===== config.mk =====
export PLATFORM = sky130hd
export DESIGN_NAME = lsu_ctrl
export DESIGN_NICKNAME = d
export VERILOG_FILES = /design/src/rtl/lsu_ctrl.sv
export SDC_FILE = /design/constraint.sdc
export NUM_CORES = 1
export LEC_CHECK = 0
export CORE_MARGIN = 2
export CORE_UTILIZATION = 46
export CTS_CLUSTER_DIAMETER = 200
export DETAILED_ROUTE_END_ITERATION = 8
export HOLD_SLACK_MARGIN = 0.08
export PLACE_DENSITY = 0.86
export SETUP_SLACK_MARGIN = 0.3
export SYNTH_ARGS = -nofsm -noshare
export SYNTH_HDL_FRONTEND = slang
export SYNTH_SLANG_ARGS = --single-unit

===== constraint.sdc =====
create_clock -name clk -period 2.35 [get_ports clk]
set_input_delay 0.3525 -clock clk [delete_from_list [all_inputs] [get_ports clk]]
set_output_delay 0.3525 -clock clk [all_outputs]
set_load 0.005 [all_outputs]

===== src/rtl/lsu_ctrl.sv =====
// Load/store sequencer between the MEM stage and the data-memory port.
// Accepts one request at a time, validates alignment/funct3, runs one
// word-aligned memory access with a timeout, and returns an extended result.
//
// state  | meaning
// IDLE   | ready for a new request
// ACCESS | memory strobe held, waiting for mem_resp or timeout
// RESP   | one-cycle completion pulse, normal response
// ERR    | one-cycle completion pulse, misaligned or illegal funct3
// TOUT   | one-cycle completion pulse, memory timed out
module lsu_ctrl #(
  parameter int TIMEOUT_CYCLES = 255
) (
  input  logic        clk,
  input  logic        rst_n,
  input  logic        req_valid,
  output logic        req_ready,
  input  logic        req_write,
  input  logic [2:0]  req_funct3,
  input  logic [31:0] req_addr,
  input  logic [31:0] req_wdata,
  output logic        mem_read,
  output logic        mem_write,
  output logic [31:0] mem_addr,
  output logic [3:0]  mem_wmask,
  output logic [31:0] mem_wdata,
  input  logic        mem_resp,
  input  logic [31:0] mem_rdata,
  output logic        rsp_valid,
  output logic [31:0] rsp_rdata,
  output logic        rsp_misaligned,
  output logic        rsp_timeout
);

  typedef enum logic [2:0] {
    S_IDLE,
    S_ACCESS,
    S_RESP,
    S_ERR,
    S_TOUT
  } state_t;

  localparam logic [15:0] CNT_LAST = 16'(TIMEOUT_CYCLES - 1);

  state_t      state_q, state_d;
  logic        wr_q;
  logic [2:0]  f3_q;
  logic [31:0] addr_q;
  logic [31:0] wdata_q;
  logic [31:0] rdata_q;
  logic [15:0] cnt_q;
  logic        req_illegal;
  logic [31:0] shifted;
  logic [31:0] load_ext;
  logic [3:0]  st_mask;
  logic [31:0] st_data;
  logic        in_access;

  // Request legality: only evaluated in IDLE to pick ACCESS vs ERR.
  always_comb begin
    req_illegal = 1'b0;
    case (req_funct3)
      3'b000:  req_illegal = 1'b0;
      3'b001:  req_illegal = req_addr[0];
      3'b010:  req_illegal = (req_addr[1:0] != 2'b00);
      3'b100:  req_illegal = req_write;
      3'b101:  req_illegal = req_write | req_addr[0];
      default: req_illegal = 1'b1;
    endcase
  end

  // Next-state logic; a response in the timeout cycle still counts as a response.
  always_comb begin
    state_d = state_q;
    case (state_q)
      S_IDLE: begin
        if (req_valid) state_d = req_illegal ? S_ERR : S_ACCESS;
      end
      S_ACCESS: begin
        if (mem_resp)                state_d = S_RESP;
        else if (cnt_q == CNT_LAST)  state_d = S_TOUT;
      end
      default: state_d = S_IDLE;
    endcase
  end

  // State register.
  always_ff @(posedge clk or negedge rst_n) begin
    if (!rst_n) state_q <= S_IDLE;
    else        state_q <= state_d;
  end

  // Load extraction from the raw memory word using the latched offset and size.
  always_comb begin
    shifted  = mem_rdata >> {addr_q[1:0], 3'b000};
    load_ext = shifted;
    case (f3_q)
      3'b000:  load_ext = {{24{shifted[7]}}, shifted[7:0]};
      3'b001:  load_ext = {{16{shifted[15]}}, shifted[15:0]};
      3'b100:  load_ext = {24'h0, shifted[7:0]};
      3'b101:  load_ext = {16'h0, shifted[15:0]};
      default: load_ext = shifted;
    endcase
  end

  // Request fields, access timer and captured load result.
  always_ff @(posedge clk or negedge rst_n) begin
    if (!rst_n) begin
      wr_q    <= 1'b0;
      f3_q    <= 3'b000;
      addr_q  <= 32'h0;
      wdata_q <= 32'h0;
      rdata_q <= 32'h0;
      cnt_q   <= 16'h0;
    end else begin
      if (state_q == S_IDLE && req_valid) begin
        wr_q    <= req_write;
        f3_q    <= req_funct3;
        addr_q  <= req_addr;
        wdata_q <= req_wdata;
      end
      if (state_q == S_ACCESS) cnt_q <= cnt_q + 16'h1;
      else                     cnt_q <= 16'h0;
      if (state_q == S_ACCESS && mem_resp) rdata_q <= load_ext;
    end
  end

  // Store byte lanes and lane-replicated data.
  always_comb begin
    st_mask = 4'b0000;
    st_data = wdata_q;
    case (f3_q)
      3'b000: begin
        st_mask = 4'b0001 << addr_q[1:0];
        st_data = {4{wdata_q[7:0]}};
      end
      3'b001: begin
        st_mask = 4'b0011 << addr_q[1:0];
        st_data = {2{wdata_q[15:0]}};
      end
      3'b010: begin
        st_mask = 4'b1111;
        st_data = wdata_q;
      end
      default: begin
        st_mask = 4'b0000;
        st_data = wdata_q;
      end
    endcase
  end

  assign in_access      = (state_q == S_ACCESS);
  assign req_ready      = (state_q == S_IDLE);
  assign mem_read       = in_access & ~wr_q;
  assign mem_write      = in_access & wr_q;
  assign mem_addr       = in_access ? {addr_q[31:2], 2'b00} : 32'h0;
  assign mem_wmask      = mem_write ? st_mask : 4'b0000;
  assign mem_wdata      = mem_write ? st_data : 32'h0;
  assign rsp_valid      = (state_q == S_RESP) | (state_q == S_ERR) | (state_q == S_TOUT);
  assign rsp_rdata      = (state_q == S_RESP && !wr_q) ? rdata_q : 32'h0;
  assign rsp_misaligned = (state_q == S_ERR);
  assign rsp_timeout    = (state_q == S_TOUT);

endmodule


# After elaboration in Yosys (flattened, before gate mapping)
# Index checks and enable logic that the tools add are counted.
# word_totals
word_cells	55
ff_bits	119
input_bits	104
# op_classes
eq_ne	15
bitwise	6
n_mux	14
shift	3
add_sub_neg	1
n_reduce_logical	9
# op_table
cell	n
one-hot mux 32 bit (4 select lines)	1
two-way mux 32 bit	3
one-hot mux 32 bit (2 select lines)	1
>> shifter 32 x 5 -> 32 bit	1
adder 16 x 1 -> 16 bit, second input constant	1
== test 16 x 8 -> 1 bit, second input constant	1
two-way mux 16 bit	1
== test 3 bit, second input constant	5
== test 3 x 2 -> 1 bit, second input constant	4
one-hot mux 4 bit (3 select lines)	1
== test 3 x 1 -> 1 bit, second input constant	3
logical NOT 3 bit	3
two-way mux 3 bit	3
one-hot mux 3 bit (2 select lines)	1
one-hot mux 1 bit (5 select lines)	1
two-way mux 4 bit	1
<< shifter 1 x 2 -> 4 bit, first input constant	1
<< shifter 2 x 2 -> 4 bit, first input constant	1
logical AND 1 bit	3
!= test 3 x 2 -> 1 bit, second input constant	1
OR 1 bit	3
AND 1 bit	2
two-way mux 2 bit	1
!= test 2 bit, second input constant	1
other kinds (4)	4

# Longest topological paths before layout
# Gate-level depths: netlist of run 1.
# logic_depth
depth_word	5
ltp_mapped	6
depth_no_buf	5

# Worst setup path before layout of run 1
# OpenSTA, ideal clock, no wires.
# synth_timing
kind	register to output
startpoint	register f3_q[1]
endpoint	output port mem_wdata[27]
slack_ps	495
path_stages_with_launch	6
t_required_ps	1997
arrival_ps	1502
cell_sequence	dfrtp_1 clkbuf_1 nor2_1 clkbuf_1 nor2_1 a211oi_1
# synth_via
elab_chain_len	3
# synth_rtl
item	line_no	rtl
start: declaration	47	logic [2:0] f3_q;
start signal: assignment	118	f3_q <= req_funct3;
== test 3 x 1 -> 1 bit / logical NOT 3 bit (equally long branches)	132	case (f3_q)
one-hot mux 32 bit (2 select lines) *	132	
two-way mux 32 bit *	158	assign mem_wdata = mem_write ? st_data : 32'h0;
end: declaration	26	output logic [31:0] mem_wdata,
# Every way passes the cells marked *; elsewhere a longest branch is shown, timed or not.

# Worst setup path after layout of run 1
# layout_timing
startpoint	register state_q[1]
endpoint	output port mem_wdata[30]
# layout_via
elab_chain_len	3
# layout_rtl
item	line_no	rtl
start: declaration	45	state_t state_q, state_d;
start signal: assignment	90	else state_q <= state_d;
== test 3 x 1 -> 1 bit	152	assign in_access = (state_q == S_ACCESS);
AND 1 bit	155	assign mem_write = in_access & wr_q;
two-way mux 32 bit	158	
# No other way between the ends.

==> impl_results.md, run 1 <==
* Status: finished with violations
* Failing checks: setup timing
* Number of synthesized register bits at 119
* Multi-input gate area at 0.00360 mm^2
* Vias in the first global route at 6737
* Total grt overflow at 0
* Final wirelength at 26.5 mm
* Register area at 0.00298 mm^2
* Clock root cell: clkbuf_16
* RSZ-0062 raised after global routing: true
* Pin count of the biggest net entering global routing at 40
* Post-synth EDFFs at 0
* Placed cell count at 991
* Mapped Area at 0.00628 mm^2
* Post-Synthesis Cells at between 600 and 700
* Period Utilization, post-route at 101%
* Crit Path Category: register to primary output
* PortBufs at 207
* Post-Synth Adder-Cell Area at 0.399%
* Post-Synth XOR/XNOR Area at approximately 1.4%
* Slew HR at 61.5%
* CTS sink count at 119
* Total of max-cap violations at 0
* Final setup violation count at 1
* Compound-Gate Fraction of Synth Area at 9.17%
* Pwr per Cell Area at 1350 mW/mm^2
* GR Layer Usage met2 at 55.6%
* Clock-pin slew on the worst setup and hold paths at 0.06 ns
* Synth warnings at 0
* Reg2Reg Setup Slack at 0.25 ns
* Post-synthesis sequential area ratio at 47.4%
* IO Pins at 210
* Vias at 6644
* HPWL Detailed at 13.8 mm
* Multiplexer share of the synthesized area at between 10% and 20%
* Post-route setup TNS at -0.0350 ns
* Post-Synth Simple-Gate Area at 20.0%
* First-pass GRT wire length at 36.5 mm
* GR met1 Demand/Resource at 38.0%
* Largest family of logic cells by synthesized area: simple AND/OR/NAND/NOR gates
* Final Slew Violations at 0
* CTS tree: built
* Slew @ Worst Pin at about 0.58 ns
* Async S/R FF share, synth at 100%
* Nets at between 900 and 1000
* Minimum clock period at 2.39 ns
* Layout cell share with drive strength beyond 1 at 45.9%
* Post-DRT Antenna Nets at 0
* Leakage at 4.65 nW
* Num CTS Buffers at 17
* Final worst slack at -0.0350 ns
* Peak VDD IR at between 0.8 and 0.9 mV
* Worst hold path class: primary input to async pin
* FP Rows at between 40 and 50
* Fill cell count at 671
* Area grow syn2layout at 68.8%
* Crit. End Element: primary output
* Chip width at approximately 120 um
* Synthesized area per cell at ~10 um^2
* Startpoint type of the worst setup path: register
* Global-route track usage on met3 at around 8.4%
* Setup crit start: state_q[1]$_DFFE_PN0P_
* # DRC at 0
* GRT Total Usage at 32.8%
* Drt pass-1 iters at 6
* Antenna cells at 0
* Die height at 121 um
* Iteration-0 DRC Markers at 721
* Fmax at 419 MHz
* Final Power at 0.0143 W
* Vias/cell at 6.17
* Skew final at 0.0136 ns
* Starting Density at 47.2%
* Final hold vios at 0
* Top_reg_cell synth: dfrtp_1
* Clk Latency, worst-skew pair at 0.43 ns
* Register-to-Register Path Depth at 9
* Core area at about 0.013 mm^2
* Maximum root-to-sink buffer count at 2
* Filler-free cell count of the finished design at 1076
* Die area at 0.0146 mm^2
* CP Capture Point: mem_wdata[30]
* Worst EP required at 2.00 ns
* Terminus of the critical flop-to-flop path: rdata_q[1]$_DFFE_PN0N_
* Arr. time, crit path at 2.03 ns
* Initial antenna violation count at 0
* Library cells used by synthesis at 43
* Avg WL per Cell at 24.6 um
* H-tree lvl count at 4
* Top Usage Layer GRT: met2
* Worst reg2reg path startpoint: state_q[1]$_DFFE_PN0P_
* Final Wtd Congestion at between 0.8 and 0.9
* Critical Path Fanout Max at 5
[logic make-up after synthesis]
logic type,count (synthesis)
AOI/OAI and AO/OA,93
xor gates and xnor gates,10
adders and majority gates,2
buffers and inverters,54
DFF,119
muxes,101
other,1
and+or+nand+nor,243
[routing by layer]
metal,part of all wire (%),up-vias
li1,-,2692
met1,35,3200
met2,49,564
met3,8.9,188
met4,7.4,0
met5,0,-
[synthesized netlist by cell type (2+ instances only)]
cell	n	share of area, %
nor4_1	2	0.20
and2_1	72	7.2
dfrtp_1	119	47
buf_2	17	1.4
mux2i_1	27	4.3
or4_1	2	0.24
or3_1	5	0.50
o22a_1	8	1.1
clkbuf_1	21	1.3
nand2_1	48	2.9
a21oi_1	39	3.1
a211oi_1	15	1.8
buf_1	2	0.12
buf_4	7	0.84
or2_2	3	0.30
nor2_1	51	3.1
xor2_1	7	0.98
ha_1	2	0.40
o21ai_0	21	1.7
nand2b_1	2	0.20
xnor2_1	3	0.42
and3_1	9	0.90
nor2b_1	9	0.90
mux2_2	74	13
inv_1	6	0.36
nand3_1	21	1.7
nand4_1	6	0.60
nor3_1	8	0.64
and4_1	2	0.28
a2111oi_0	2	0.28
[stage by stage]
stage               utilization, %  setup slack, ns  cell area (um^2)  hold WS [ns]
CTS                           77.1         -0.00329             10200         0.477
floorplan                        -            0.495              6280        0.0569
finish                        79.7          -0.0350             10600         0.465
detailed placement            65.2           0.0986              8670         0.376
global placement              65.2           0.0693              8670         0.370
global route                  79.7          -0.0720             10600         0.502
[how the worst min path moves through the flow]
stage                      from                       to  slack (ns)  cells after the start
after floorplan           rst_n    addr_q[0]$_DFFE_PN0P_        0.06                      0
after global placement    rst_n  wdata_q[17]$_DFFE_PN0P_        0.37                      1
after detailed placement  rst_n  wdata_q[17]$_DFFE_PN0P_        0.38                      1
after CTS                 rst_n  wdata_q[20]$_DFFE_PN0P_        0.48                      2
after global routing      rst_n  wdata_q[18]$_DFFE_PN0P_        0.50                      2
final                     rst_n  wdata_q[18]$_DFFE_PN0P_        0.46                      2
[power breakdown]
part	total (W)	internal (W)	switching [W]
Clock	0.00295	0.00192	0.00103
Sequential	0.00379	0.00295	0.000847
Combinational	0.00755	0.00401	0.00354
[cells in the final DEF, fill, tap and decap left out, types with 11 or more instances in the layout]
cell type and n:
a21oi_2 16, buf_2 32, a21oi_1 21, buf_4 31, mux2_2 74, buf_6 94, dfrtp_1 117, nand2_1 47
clkbuf_16 18, and2_4 61, clkdlybuf4s50_1 102, nand3_1 21, o21ai_0 17, buf_12 12, nor2_1 48, and2_1 11
mux2i_1 26
[sequential cells by signal, indices dropped and copies added (netlist names)]
signal,flops
state_q,3
wdata_q,32
addr_q,32
rdata_q,32
cnt_q,16
wr_q,1
f3_q,3
[worst max-delay path, cell delays in order, from the launching register on]
cell and delay (ns):
dfrtp_1 0.41, nor3b_4 0.24, buf_6 0.16, nand2_8 0.08, buf_12 0.18, buf_8 0.13
a211oi_2 0.22, buf_2 0.17
[area by class of cell]
type                       instances  area share (%)
multi-input combinational        451            34.0
timing repair buffer             291            29.3
sequential                       119            28.1
clock buffer                      18            4.15
clock inverter                    14            2.13
tap                              176            2.08
inverter                           7           0.248
[timing repair]
item                                    CTS  global route
cloned                                    9             2
endpoints found under the hold margin    36             0
endpoints found under the setup margin  127           140
resized for setup                       575            82
buffers inserted                         35             6
pin swaps                                26            44
hold buffers                              1             0
(Power assumes the default switching activity.)
==> inputs of run 2 (changes only) <==
--- a/config.mk
+++ b/config.mk
@@ -6,11 +6,12 @@
 export NUM_CORES = 1
 export LEC_CHECK = 0
 export CORE_MARGIN = 2
-export CORE_UTILIZATION = 46
+export CORE_UTILIZATION = 55
 export CTS_CLUSTER_DIAMETER = 200
 export DETAILED_ROUTE_END_ITERATION = 8
+export DONT_BUFFER_PORTS = 1
 export HOLD_SLACK_MARGIN = 0.08
-export PLACE_DENSITY = 0.86
+export PLACE_DENSITY = 0.76
 export SETUP_SLACK_MARGIN = 0.3
 export SYNTH_ARGS = -nofsm -noshare
 export SYNTH_HDL_FRONTEND = slang
==> run 2 against run 1 <==
Against the previous run:
- the run ends with hold timing left
- total power decreased by 26%
- combinational power decreased by 43%
- first-iteration DRC count decreased by 42%
- sequential share of layout area increased by 10 points
- non-clock buffer count decreased by 209
- fmax increased by 14%
- setup slack improved by 0.29 ns
- critical endpoint unchanged
- largest cell class unchanged
- largest power group unchanged
==> impl_results.md, run 2 (synthesized netlist as in run 1, its figures left out) <==
* Clock root cell: clkbuf_16
* Vias/cell at between 6 and 7
* HPWL Detailed at 11.1 mm
* Final Wtd Congestion at 0.856
* Core area at ~0.011 mm^2
* Regs by FF count: addr_q x32, rdata_q x32, wdata_q x32
* Failing checks: hold timing
* Worst hold path class: primary input to async pin
* Post-route setup TNS at 0 ns
* Reg2Reg Setup Slack at 0.41 ns
* Peak VDD IR at 0.803 mV
* Drt pass-1 iters at 5
* Crit. End Element: primary output
* PortBufs at 0
* Antenna cells at 0
* H-tree lvl count at 4
* FP Rows at 39
* GRT Total Usage at between 20 and 30%
* Layout cell share with drive strength beyond 1 at 24.9%
* Die area at between 0.01 and 0.015 mm^2
* Final setup violation count at 0
* Chip width at 111 um
* Fill cell count at around 800
* Starting Density at 55.7%
* Dpl cell area at 0.00646 mm^2
* Final wirelength at 17.6 mm
* Critical Path Fanout Max at 26
* Skew final at 0.00688 ns
* Crit Path Category: register to primary output
* Minimum clock period at ~2.1 ns
* Avg WL per Cell at 21.1 um
* Die height at 111 um
* Setup crit start: state_q[1]$_DFFE_PN0P_
* Startpoint type of the worst setup path: register
* Total of max-cap violations at 0
* Maximum root-to-sink buffer count at 2
* GR Layer Usage met2 at 46.7%
* Slew HR at a little under three fifths
* Worst reg2reg path startpoint: state_q[1]$_DFFE_PN0P_
* Arr. time, crit path at 1.74 ns
* Total grt overflow at 0
* Clock-pin slew on the worst setup and hold paths at around 0.06 ns
* Filler-free cell count of the finished design at 834
* Period Utilization, post-route at between 80 and 90%
* Status: finished with violations
* Most frequent cells in the layout: 115 x dfrtp_1, 74 x mux2_2, 71 x and2_1
* Terminus of the critical flop-to-flop path: wdata_q[16]$_DFFE_PN0P_
* Vias at 5067
* Final worst slack at 0.255 ns
* Hold Worst Slack at -0.358 ns
* Vias in the first global route at 5300
* First-pass GRT wire length at 27.8 mm
* IO Pins at 210
* Register-to-Register Path Depth at 5
* Top Usage Layer GRT: met2
* Fmax at approximately 480 MHz
* Leakage at 3.33 nW
* CP Capture Point: mem_wdata[30]
* Placement Setup Slack at 0.384 ns
* Multi-input gate area at 0.00318 mm^2
* Global-route track usage on met3 at 10.2%
* Iteration-0 DRC Markers at 420
* # DRC at 0
* GR met1 Demand/Resource at 33.5%
* Final Instance Area at between 0.007 and 0.008 mm^2
* Pwr per Cell Area at 1350 mW/mm^2
* CTS tree: built
* Placed cell count at 745
* Num CTS Buffers at 17
* CTS sink count at around 120
* Nets at 784
* Commonest non-fill, non-tap cell in the layout: dfrtp_1
* Area grow syn2layout at 24.2%
* Final hold vios at about 120
* Final Slew Violations at 0
* Post-DRT Antenna Nets at 0
* Register area at slightly below 0.003 mm^2
* Initial antenna violation count at 0
* Slew @ Worst Pin at around 0.64 ns
* RSZ-0062 raised after global routing: true
* Worst EP required at around 2.0 ns
* Pin count of the biggest net entering global routing at 120
* Clk Latency, worst-skew pair at 0.41 ns
==> run 2: changes by cell type in the layout (fill, tap and decap cells not counted), sizes merged <==
cell and delta:
buf -145, clkdlybuf4s50 -102, dlygate4sd3 +46, clkdlybuf4s15 -3, dlygate4sd2 -3, bufinv -2
clkinv -2, clkinvlp +2, inv +2, bufbuf -1, clkbuf -1
==> run 2: layout make-up <==
class | instances | area share [%]
clock buffers | 18 | 5.51
clock inverters | 14 | 2.26
inverters | 7 | 0.337
multi-input cells | 451 | 40.8
flip-flops and latches | 119 | 38.3
well taps | 143 | 2.30
repair buffers | 82 | 10.5
==> run 2: stage by stage <==
stage / total power, W / utilization, %
final: 0.0106 / 69.2
after global routing: 0.0112 / 69.2
after CTS: 0.0103 / 68.1
after detailed placement: 0.00732 / 57.3
after global placement: 0.00713 / 57.3
after floorplan: 0.00631 / -
==> run 2: metal layers <==
metal / wire length [um] / vias up
met4: 510 / 0
met5: 0 / -
li1: - / 2268
met1: 6570 / 2481
met2: 8750 / 276
met3: 1750 / 42
==> run 2: critical path: stages (launching register included) <==
cell and delay (ns):
dfrtp_2 0.42, nor3b_4 0.27, nand2_4 0.12, buf_12 0.18, a211oi_1 0.32
==> run 2: worst min-delay path by stage <==
stage / startpoint / end / slack, ns / cells past startpoint
global placement: rst_n / rdata_q[24]$_DFFE_PN0N_ / 0.06 / 0
finish: rst_n / rdata_q[25]$_DFFE_PN0N_ / -0.36 / 0
CTS: rst_n / wdata_q[29]$_DFFE_PN0P_ / -0.38 / 0
floorplan: rst_n / addr_q[0]$_DFFE_PN0P_ / 0.06 / 0
global route: rst_n / rdata_q[24]$_DFFE_PN0N_ / -0.38 / 0
detailed placement: rst_n / rdata_q[24]$_DFFE_PN0N_ / 0.06 / 0
==> run 2: timing repair <==
item	4_1_cts	5_1_grt
resized for setup	20	23
endpoints found under the setup margin	76	91
buffers inserted	8	2
endpoints found under the hold margin	165	120
pin swaps	5	8
hold buffers	46	1
==> run 2: report_power, final <==
group	internal (W)	switching [W]	total, W	leakage, nW
combinational	0.00202	0.00231	0.00433	1.61
sequential	0.00295	0.000640	0.00359	1.44
clock	0.00167	0.000972	0.00265	0.279
total	0.00664	0.00392	0.0106	3.33
==> inputs of run 3 (changes only) <==
--- a/config.mk
+++ b/config.mk
@@ -5,11 +5,12 @@
 export SDC_FILE = /design/constraint.sdc
 export NUM_CORES = 1
 export LEC_CHECK = 0
-export CORE_MARGIN = 2
+export CORE_MARGIN = 10
 export CORE_UTILIZATION = 55
 export CTS_CLUSTER_DIAMETER = 200
 export DETAILED_ROUTE_END_ITERATION = 8
 export DONT_BUFFER_PORTS = 1
+export GPL_TIMING_DRIVEN = 1
 export HOLD_SLACK_MARGIN = 0.08
 export PLACE_DENSITY = 0.76
 export SETUP_SLACK_MARGIN = 0.3
==> run 3 against run 2 <==
Against the previous run:
- the flow still finishes with violations (hold timing)
- routed wire length grew 12%
- sequential power grew 3%
- setup slack lost 0.19 ns
- first-iteration DRC count up 0.95%
- die area rose by 31%
- fmax decreased by 8.3%
- global-route usage shrank 5.9 points
- cell count down 2.0%
- combinational power up 16%
- total power increased by 9.6%
- critical path depth grew 1
- flip-flop and latch count unchanged
- highest routed layer unchanged
==> impl_results.md, run 3 (synthesized netlist as in run 1, its figures left out) <==
* Pwr per Cell Area at about 1400 mW/mm^2
* Final Slew Violations at 0
* Minimum clock period at 2.28 ns
* Core area at 0.0110 mm^2
* Status: finished with violations
* Most frequent cells in the layout: 113 x dfrtp_1, 74 x mux2_2, 51 x and2_4
* Final worst slack at 0.0664 ns
* Num CTS Buffers at 17
* Pin count of the biggest net entering global routing at 120
* Critical Path Fanout Max at 17
* Clk Latency, worst-skew pair at roughly 0.41 ns
* IO Pins at 210
* Setup crit start: state_q[1]$_DFFE_PN0P_
* Layout cell share with drive strength beyond 1 at 36.8%
* Die height at about 130 um
* Total grt overflow at 0
* Fill cell count at 700
* Starting Density at 57.1%
* Multi-input gate area at 0.00341 mm^2
* Fin util at 72.8%
* HPWL Detailed at roughly 13 mm
* Arr. time, crit path at 1.93 ns
* Antenna cells at 0
* # DRC at 0
* Avg WL per Cell at ~24 um
* Vias in the first global route at ~5200
* Clock-pin slew on the worst setup and hold paths at roughly 0.050 ns
* Hold Worst Slack at -0.365 ns
* Hold Buf Count CTS at 14
* Slew HR at 63.6%
* Die area at 0.0161 mm^2
* Iteration-0 DRC Markers at ~420
* Peak VDD IR at approximately 0.86 mV
* Worst hold path class: primary input to async pin
* Initial antenna violation count at 0
* Worst reg2reg path startpoint: state_q[1]$_DFFE_PN0P_
* Leakage at 3.44 nW
* RSZ-0062 raised after global routing: true
* Post-route setup TNS at 0 ns
* PortBufs at 0
* CTS sink count at around 120
* Clock root cell: clkbuf_16
* First-pass GRT wire length at 29.3 mm
* Final wirelength at between 15 and 20 mm
* Skew final at between 0.007 and 0.008 ns
* Startpoint type of the worst setup path: register
* Register-to-Register Path Depth at 7
* Drt pass-1 iters at 6
* Placement Setup Slack at 0.257 ns
* H-tree lvl count at 4
* Final setup violation count at 0
* Failing checks: hold timing
* Area grow syn2layout at 27.4%
* Nets at 771
* Period Utilization, post-route at a little over nine tenths
* Register area at between 0.002 and 0.003 mm^2
* Vias at 5057
* GRT Total Usage at 22.7%
* Post-DRT Antenna Nets at 0
* Terminus of the critical flop-to-flop path: rdata_q[6]$_DFFE_PN0N_
* Reg2Reg Setup Slack at roughly 0.26 ns
* Crit. End Element: primary output
* CTS tree: built
* Final Power at 0.0116 W
* Total of max-cap violations at 0
* Final hold vios at between 100 and 150
* Crit Path Category: register to primary output
* Vias/cell at 6.19
* FP Rows at 38
* Fmax at 438 MHz
* Final Wtd Congestion at 0.874
* Maximum root-to-sink buffer count at 2
* Chip width at 127 um
* Commonest non-fill, non-tap cell in the layout: dfrtp_1
* Regs by FF count: addr_q x32, rdata_q x32, wdata_q x32
* Slew @ Worst Pin at 0.545 ns
* CP Capture Point: mem_wdata[31]
* Worst EP required at 2.00 ns
[run 3: final cells by class]
class                           count  area share, %
Tap cell                          140           2.19
Sequential cell                   119           37.3
Multi-Input combinational cell    452           42.6
Clock buffer                       22           6.06
Clock inverter                      9           2.13
Inverter                            7          0.329
Timing Repair Buffer               68           9.33
[run 3: power by group]
group	internal, W	switching [W]	total (W)
Sequential	0.00295	0.000733	0.00369
Clock	0.00198	0.000894	0.00287
Combinational	0.00248	0.00254	0.00502
Total	0.00741	0.00417	0.0116
[run 3: worst min-delay path by stage]
stage | to | cells after the start | slack [ns]
after global placement | addr_q[12]$_DFFE_PN0P_ | 0 | 0.06
final | addr_q[12]$_DFFE_PN0P_ | 0 | -0.37
after global routing | addr_q[12]$_DFFE_PN0P_ | 0 | -0.38
after floorplan | addr_q[0]$_DFFE_PN0P_ | 0 | 0.06
after CTS | addr_q[12]$_DFFE_PN0P_ | 0 | -0.38
after detailed placement | addr_q[12]$_DFFE_PN0P_ | 0 | 0.06
[run 3: metal layers]
| layer | up-vias | part of all wire, % | global-route usage, % |
|---|---|---|---|
| met5 | - | 0 | 0 |
| met4 | 0 | 2.6 | 8.77 |
| met3 | 47 | 9.7 | 9.12 |
| met2 | 254 | 51 | 37.8 |
| met1 | 2512 | 37 | 25.5 |
| li1 | 2244 | - | - |
[run 3: worst max-delay path, cell delays in order, from the launching register on]
cell and delay, ns:
dfrtp_2 0.42, nor3b_4 0.34, nand2_4 0.12, buf_6 0.19, a211oi_1 0.26, buf_4 0.18
[run 3: through the flow]
stage                     instance area (um^2)  std cells
after floorplan                           6280        624
after global placement                    6480        747
after detailed placement                  6480        747
after CTS                                 7470        804
after global routing                      8000        817
final                                     8000        817
[run 3: timing repair]
action,in CTS,in global routing
gates cloned,1,7
pin swaps,4,20
gates resized for setup,26,99
endpoints found under the hold margin,133,119
buffers inserted,11,6
setup endpoints to repair,75,111
